<file path="src/rtl/ring_rr_arbiter.sv">
// Ring-token round-robin arbiter: one-hot priority pointer rotates past
// each winner; grants are non-preemptive and capped at MAX_HOLD cycles.
module ring_rr_arbiter #(
  parameter  int N        = 3,
  parameter  int MAX_HOLD = 4,
  localparam int OW       = (N > 2) ? $clog2(N) : 1,
  localparam int CW       = $clog2(MAX_HOLD + 1)
) (
  input  logic          clk,
  input  logic          rst,
  input  logic [N-1:0]  req,
  output logic [N-1:0]  grant,
  output logic          busy,
  output logic [OW-1:0] owner,
  output logic [N-1:0]  ring
);

  typedef enum logic {
    IDLE,
    BUSY
  } state_e;

  state_e        state_q;
  logic [N-1:0]  grant_q;
  logic          busy_q;
  logic [OW-1:0] owner_q;
  logic [CW-1:0] hcnt_q;
  logic [N-1:0]  ring_q;

  logic [OW-1:0] ring_idx;
  logic [OW-1:0] win_d;
  logic          found_d;
  logic          release_d;
  int            idx;

  // Scan upward from the ring bit with wrap; the lowest offset wins.
  always_comb begin
    ring_idx = '0;
    for (int i = 0; i < N; i++) begin
      if (ring_q[i]) ring_idx = OW'(i);
    end
    found_d = 1'b0;
    win_d   = '0;
    idx     = 0;
    for (int k = N - 1; k >= 0; k--) begin
      idx = int'(ring_idx) + k;
      if (idx >= N) idx = idx - N;
      if (req[idx]) begin
        found_d = 1'b1;
        win_d   = OW'(idx);
      end
    end
  end

  assign release_d = !req[owner_q] ||
                     (hcnt_q == CW'(MAX_HOLD));

  always_ff @(posedge clk) begin
    if (rst) begin
      state_q <= IDLE;
      grant_q <= '0;
      busy_q  <= 1'b0;
      owner_q <= '0;
      hcnt_q  <= '0;
      ring_q  <= N'(1);
    end else begin
      unique case (state_q)
        IDLE: begin
          if (found_d) begin
            grant_q <= N'(1) << win_d;
            owner_q <= win_d;
            busy_q  <= 1'b1;
            hcnt_q  <= CW'(1);
            state_q <= BUSY;
          end
        end
        BUSY: begin
          if (release_d) begin
            grant_q <= '0;
            busy_q  <= 1'b0;
            ring_q  <= {grant_q[N-2:0], grant_q[N-1]};
            state_q <= IDLE;
          end else begin
            hcnt_q  <= hcnt_q + CW'(1);
          end
        end
        default: state_q <= IDLE;
      endcase
    end
  end

  assign grant = grant_q;
  assign busy  = busy_q;
  assign owner = owner_q;
  assign ring  = ring_q;

endmodule

</file>
<file path="config.mk">
export PLATFORM = sky130hd
export DESIGN_NAME = ring_rr_arbiter
export DESIGN_NICKNAME = d
export VERILOG_FILES = /design/src/rtl/ring_rr_arbiter.sv
export SDC_FILE = /design/constraint.sdc
export NUM_CORES = 1
export LEC_CHECK = 0
export CAP_MARGIN = 20
export CELL_PAD_IN_SITES_DETAIL_PLACEMENT = 0
export CELL_PAD_IN_SITES_GLOBAL_PLACEMENT = 1
export CORE_MARGIN = 2
export CORE_UTILIZATION = 40
export CTS_BUF_LIST = sky130_fd_sc_hd__clkbuf_8
export DETAILED_ROUTE_END_ITERATION = 12
export GPL_ROUTABILITY_DRIVEN = 0
export PLACE_DENSITY = 0.88
export SYNTH_ARGS = -nofsm -noshare
export SYNTH_HDL_FRONTEND = slang
export SYNTH_SLANG_ARGS = --single-unit
export TNS_END_PERCENT = 20
</file>
<file path="constraint.sdc">
create_clock -name clk -period 4 [get_ports clk]
set_input_delay 0.8 -clock clk [delete_from_list [all_inputs] [get_ports clk]]
set_output_delay 0.8 -clock clk [all_outputs]
set_load 0.05 [all_outputs]
</file>
### Word level (Yosys, flattened, before mapping)

Cells that the tools add are included.

* register bits after elaboration: 13
* input bits: 5
* output and inout bits: 9

* $add $sub $neg: 6
* $lt $le $gt $ge: 7
* eq/ne operators: 4
* shift-type cells: 1
* muxes and demuxes: 34
* bitwise gates (word level): 1
* reductions and logical operators: 6

Operator list (count)
* $lt 32x4->1 const B: 3
* $mux 32: 3
* $mux 1: 15
* $mux 3: 4
* $pmux 3 s2: 2
* $bmux 1 s2: 4
* $mux 2: 4
* $reduce_and 2->1: 4
* $sub 3x2->4 const B: 2
* $ge 3x2->1 const B: 2
* $ne 2x2->1 const B: 2
* $pmux 1 s2: 2
* $add 2x1->3 const B: 1
* $add 2x2->3 const B: 1
* $add 3x1->3 const B: 1
* $eq 3x3->1 const B: 1
* $lt 2x3->1 const B: 1
* $shl 1x2->3 const A: 1
* $sub 2x2->3 const B: 1
* $ge 2x2->1 const B: 1
* $ne 2x1->1 const B: 1
* $logic_not 1->1: 1
* $logic_or 1x1->1: 1
* $not 1->1: 1

### Logic depth before layout (Yosys ltp)

* word-level depth: 14
* depth in mapped cells: 5
* gate-level depth less buffers: 5

### Worst setup path before layout

Ideal clock, no wire load.

* path type: input-to-reg
* from: input req[1]
* to: register hcnt_q[2]
* library setup time: 0.072 ns
* arrival time: 1.737 ns
* required time: 3.928 ns
* slack: 2.192 ns
* stages on the path: 4
* path buffers: 0
* path through: or3_4 -> and2_4 -> or3_1 -> mux2i_1

* cells in the longest elaborated chain, start to end: 8
* elaborated cells on any way between the ends: 19
* classes of those cells: eq/ne (2); mux (14); reduce/logical (3)

Ends and longest elaborated chain
* start, declared: line 11 `input logic [N-1:0] req,`
* $bmux 1 s2: line 48 `if (req[idx]) begin`
* $mux 1 (implied by the code) (2 in series): line 48
* $mux 1 (3 in series): line 48
* $ne 2x2->1 (no line)
* $reduce_and 2->1 (no line) *
* end signal, assigned: line 84 `hcnt_q <= hcnt_q + CW'(1);`
* end, declared: line 27 `logic [CW-1:0] hcnt_q;`

Mark *: on every way between the ends. The rest lies on a longest branch, timed or not. The select of a mux whose other input is x is not followed.
A chain may end at the register's enable or synchronous reset.

### Final worst setup path

* from: register owner_q[1] (netlist: owner[1])
* to: output owner[1]

RTL lines
* start, declared: line 26 `logic [OW-1:0] owner_q;`
* start signal, assigned: line 71 `owner_q <= win_d;`
* end, declared: line 14 `output logic [OW-1:0] owner,`

No word-level cell between the ends.

==> impl_metrics.ini <==
[floorplan]
core_area_um2 = 1490
die_area_um2 = 1900
start_util = 0.422
die_y_um = 43.6
die_w_um = 43.6
ios = 14
row_count = 14

[detailed_routing]
antenna_left = 0
viasPerCell = 5.40
drtPass1Iterations = 4
dr_total_vias = 545
routed_wl_um = 1360
routedWlPerCell_um = 13.4
drc = 0
dr.first_iter.drc_count = 19

[synth]
netlist_area_um2 = 628
syn-num-nets = 76
synth_top_family_by_area = compound AO/OA/AOI/OAI gates
yosys.area_share.adder = 0.0398
post_synth_num_cell_types = 27
yosysMostFrequentCell = dfxtp_1
synth_area_leader_cell = dfxtp_1
netlist_instances = 69
synth-seq-cells = 13
async_reset_ff_frac = 0
synthSimpleGateAreaFrac = 0.223
synth-edff-count = 0
synthXorXnorAreaFrac = 0
synth.avg_cell_area_um2 = 9.10
synthTopCellsByCount = dfxtp_1, nand2_1, nand3_1
synth.top_cell.area_share = 0.414
synth_mux_area_frac = 0.0478
synth-main-ff-cell = dfxtp_1
synth_compound_gate_area_share = 0.245
ys_top_cells_by_area = dfxtp_1, nand2_1, nand3_1
seq_area_frac_synth = 0.414
synth-warning-count = 0

[setup_path]
critical_path_class = reg -> out
path_delay_family = buffers and inverters
cp_max_fo = 4
cp.buffers_inverters = 1
cp-start-kind = register
crit_chain = clkdlybuf4s50_1
crit_slowest_cell = clkdlybuf4s50_1
end_kind = output port
cpPeakStageDelay_ps = 830
cp.arrival_ps = 1460
required_ps = 3200

[pwr]
seqPwrFrac = 0.430
p_clk_frac = 0.341
p_leak_nw = 0.307
power_switching_mw = 0.103
max-vdd-ir-drop_mv = 0.240
pwr_density_cell_nw_per_um2 = 412
swShare = 0.304
combPwrFrac = 0.229
p_int_mw = 0.235

[run]
drv_cap = 0

[sta]
slew_headroom = 0.669
skew_ps = 5.67
setup_violations = 0
worst_slew_pin_slew_ps = 495
min_period_over_period = 0.566
min_period_ps = 2260
tns_ps = 0
rsz0062_at_grt = no
setup_slack_ps = 1740
drv_slew = 0
finalHoldViolCount = 0
clock.fmax_ghz = 0.442

[global_route]
grt_pass1_wl_um = 2260
grt-ovfl-total = 0
antenna_found_initial = 0
grt_max_degree = 10
track_usage = 0.162
first_global_vias = 524

[clocking]
cts-root-buf = clkbuf_8
htree_levels = 1
cts.path.max_buffers = 2
cts_tree = yes
clock_latency_ps = 240
cts_resized = 0
cts.sinks = 13
hold_buffers = 0
numCtsBuffers = 3
clkTransAtPathRegs_ps = 60
postCtsSetupRepairBufs = 0

[placed_design]
port_buffers = 13
hpwl_um = 1030
dp_cells = 97
dp_slack_ps = 1510

[run_status]
outcome = complete, no violations

[min_path]
hold_class = reg -> reg

[layout]
syn_to_final_growth_pct = 30.5
seqCellArea_um2 = 260
drive_gt1_frac = 0.118
num-nets-final = 93
fillers = 148
multi_input_area_um2 = 349
instances_no_fill = 101
antenna_cells = 0
==> final timing paths <==
check        slack [ps]  cells after the start  startpoint        to
min                 490                      2     ring[1]   ring[1]
max reg2reg        2360                      5   hcnt_q[0]   ring[0]
min reg2reg         490                      2     ring[1]   ring[1]
max                1740                      1    owner[1]  owner[1]
==> cells in the final DEF (no fill, tap or decap) <==
| master | Yosys | layout |
|---|---|---|
| o221ai_1 | 2 | 2 |
| a31oi_1 | 1 | 1 |
| clkdlybuf4s50_1 | 0 | 13 |
| dfxtp_1 | 13 | 13 |
| nor2_1 | 1 | 1 |
| inv_1 | 3 | 4 |
| mux2i_1 | 3 | 3 |
| o22ai_1 | 1 | 1 |
| or3_1 | 1 | 1 |
| a211o_1 | 2 | 2 |
| clkinv_1 | 1 | 1 |
| o32ai_1 | 1 | 1 |
| nor2_2 | 1 | 1 |
| a22o_2 | 1 | 1 |
| o21ai_0 | 1 | 1 |
| nand3b_2 | 1 | 1 |
| nand3_1 | 7 | 7 |
| a31o_2 | 1 | 1 |
| a221oi_4 | 1 | 1 |
| and2_4 | 1 | 1 |
| ha_1 | 2 | 2 |
| a21oi_1 | 5 | 5 |
| or3_4 | 1 | 1 |
| nor2b_1 | 2 | 2 |
| o21bai_1 | 2 | 2 |
| o21a_1 | 1 | 1 |
| nand2_1 | 12 | 12 |
| clkbuf_8 | 0 | 3 |
==> kinds of logic (layout without fill, tap and decap cells) <==
| group | Yosys count | in the layout |
|---|---|---|
| buffers and inverters | 5 | 21 |
| flip-flops | 13 | 13 |
| multiplexers | 3 | 3 |
| adder cells (fa/ha/maj) | 2 | 2 |
| AO/OA/AOI/OAI | 19 | 19 |
| AND/OR/NAND/NOR | 27 | 27 |
==> power by group through the flow <==
stage          sequential (mW)  clock [mW]  combinational (mW)
3_5_place_dp             0.148           0              0.0774
6_report                 0.145       0.115              0.0775
5_1_grt                  0.146       0.123              0.0831
4_1_cts                  0.145       0.119              0.0778
3_3_place_gp             0.148           0              0.0776
2_1_floorplan            0.167           0              0.0344
==> through the flow <==
step / cell area (um2) / hold WS, ps / power [mW] / util
3_3_place_gp: 774 / 490 / 0.226 / 0.520
4_1_cts: 820 / 495 / 0.342 / 0.550
2_1_floorplan: 628 / 473 / 0.201 / -
6_report: 820 / 489 / 0.338 / 0.550
5_1_grt: 820 / 509 / 0.352 / 0.550
3_5_place_dp: 774 / 482 / 0.226 / 0.520
==> sequential cells by signal (all words and copies together), names as in the netlist <==
register	count
ring	3
grant	3
owner	2
busy	1
hcnt_q	3
state_q	1
==> area by class of cell <==
type	count	share of cell area
Multi-Input combinational cell	51	0.426
Sequential cell	13	0.318
Timing Repair Buffer	13	0.159
Clock buffer	3	0.0504
Tap cell	16	0.0244
Inverter	4	0.0183
Clock inverter	1	0.00458
==> routing by layer <==
layer / share of wire / up-vias / routed length (um) / GRT usage
met5: 0 / - / 0 / 0
met4: 0 / 0 / 0 / 0.0727
met3: 0.031 / 0 / 42 / 0.0417
met2: 0.46 / 9 / 619 / 0.241
met1: 0.51 / 253 / 695 / 0.218
li1: - / 283 / - / -
Note: power is estimated with default switching activity, not from simulation.
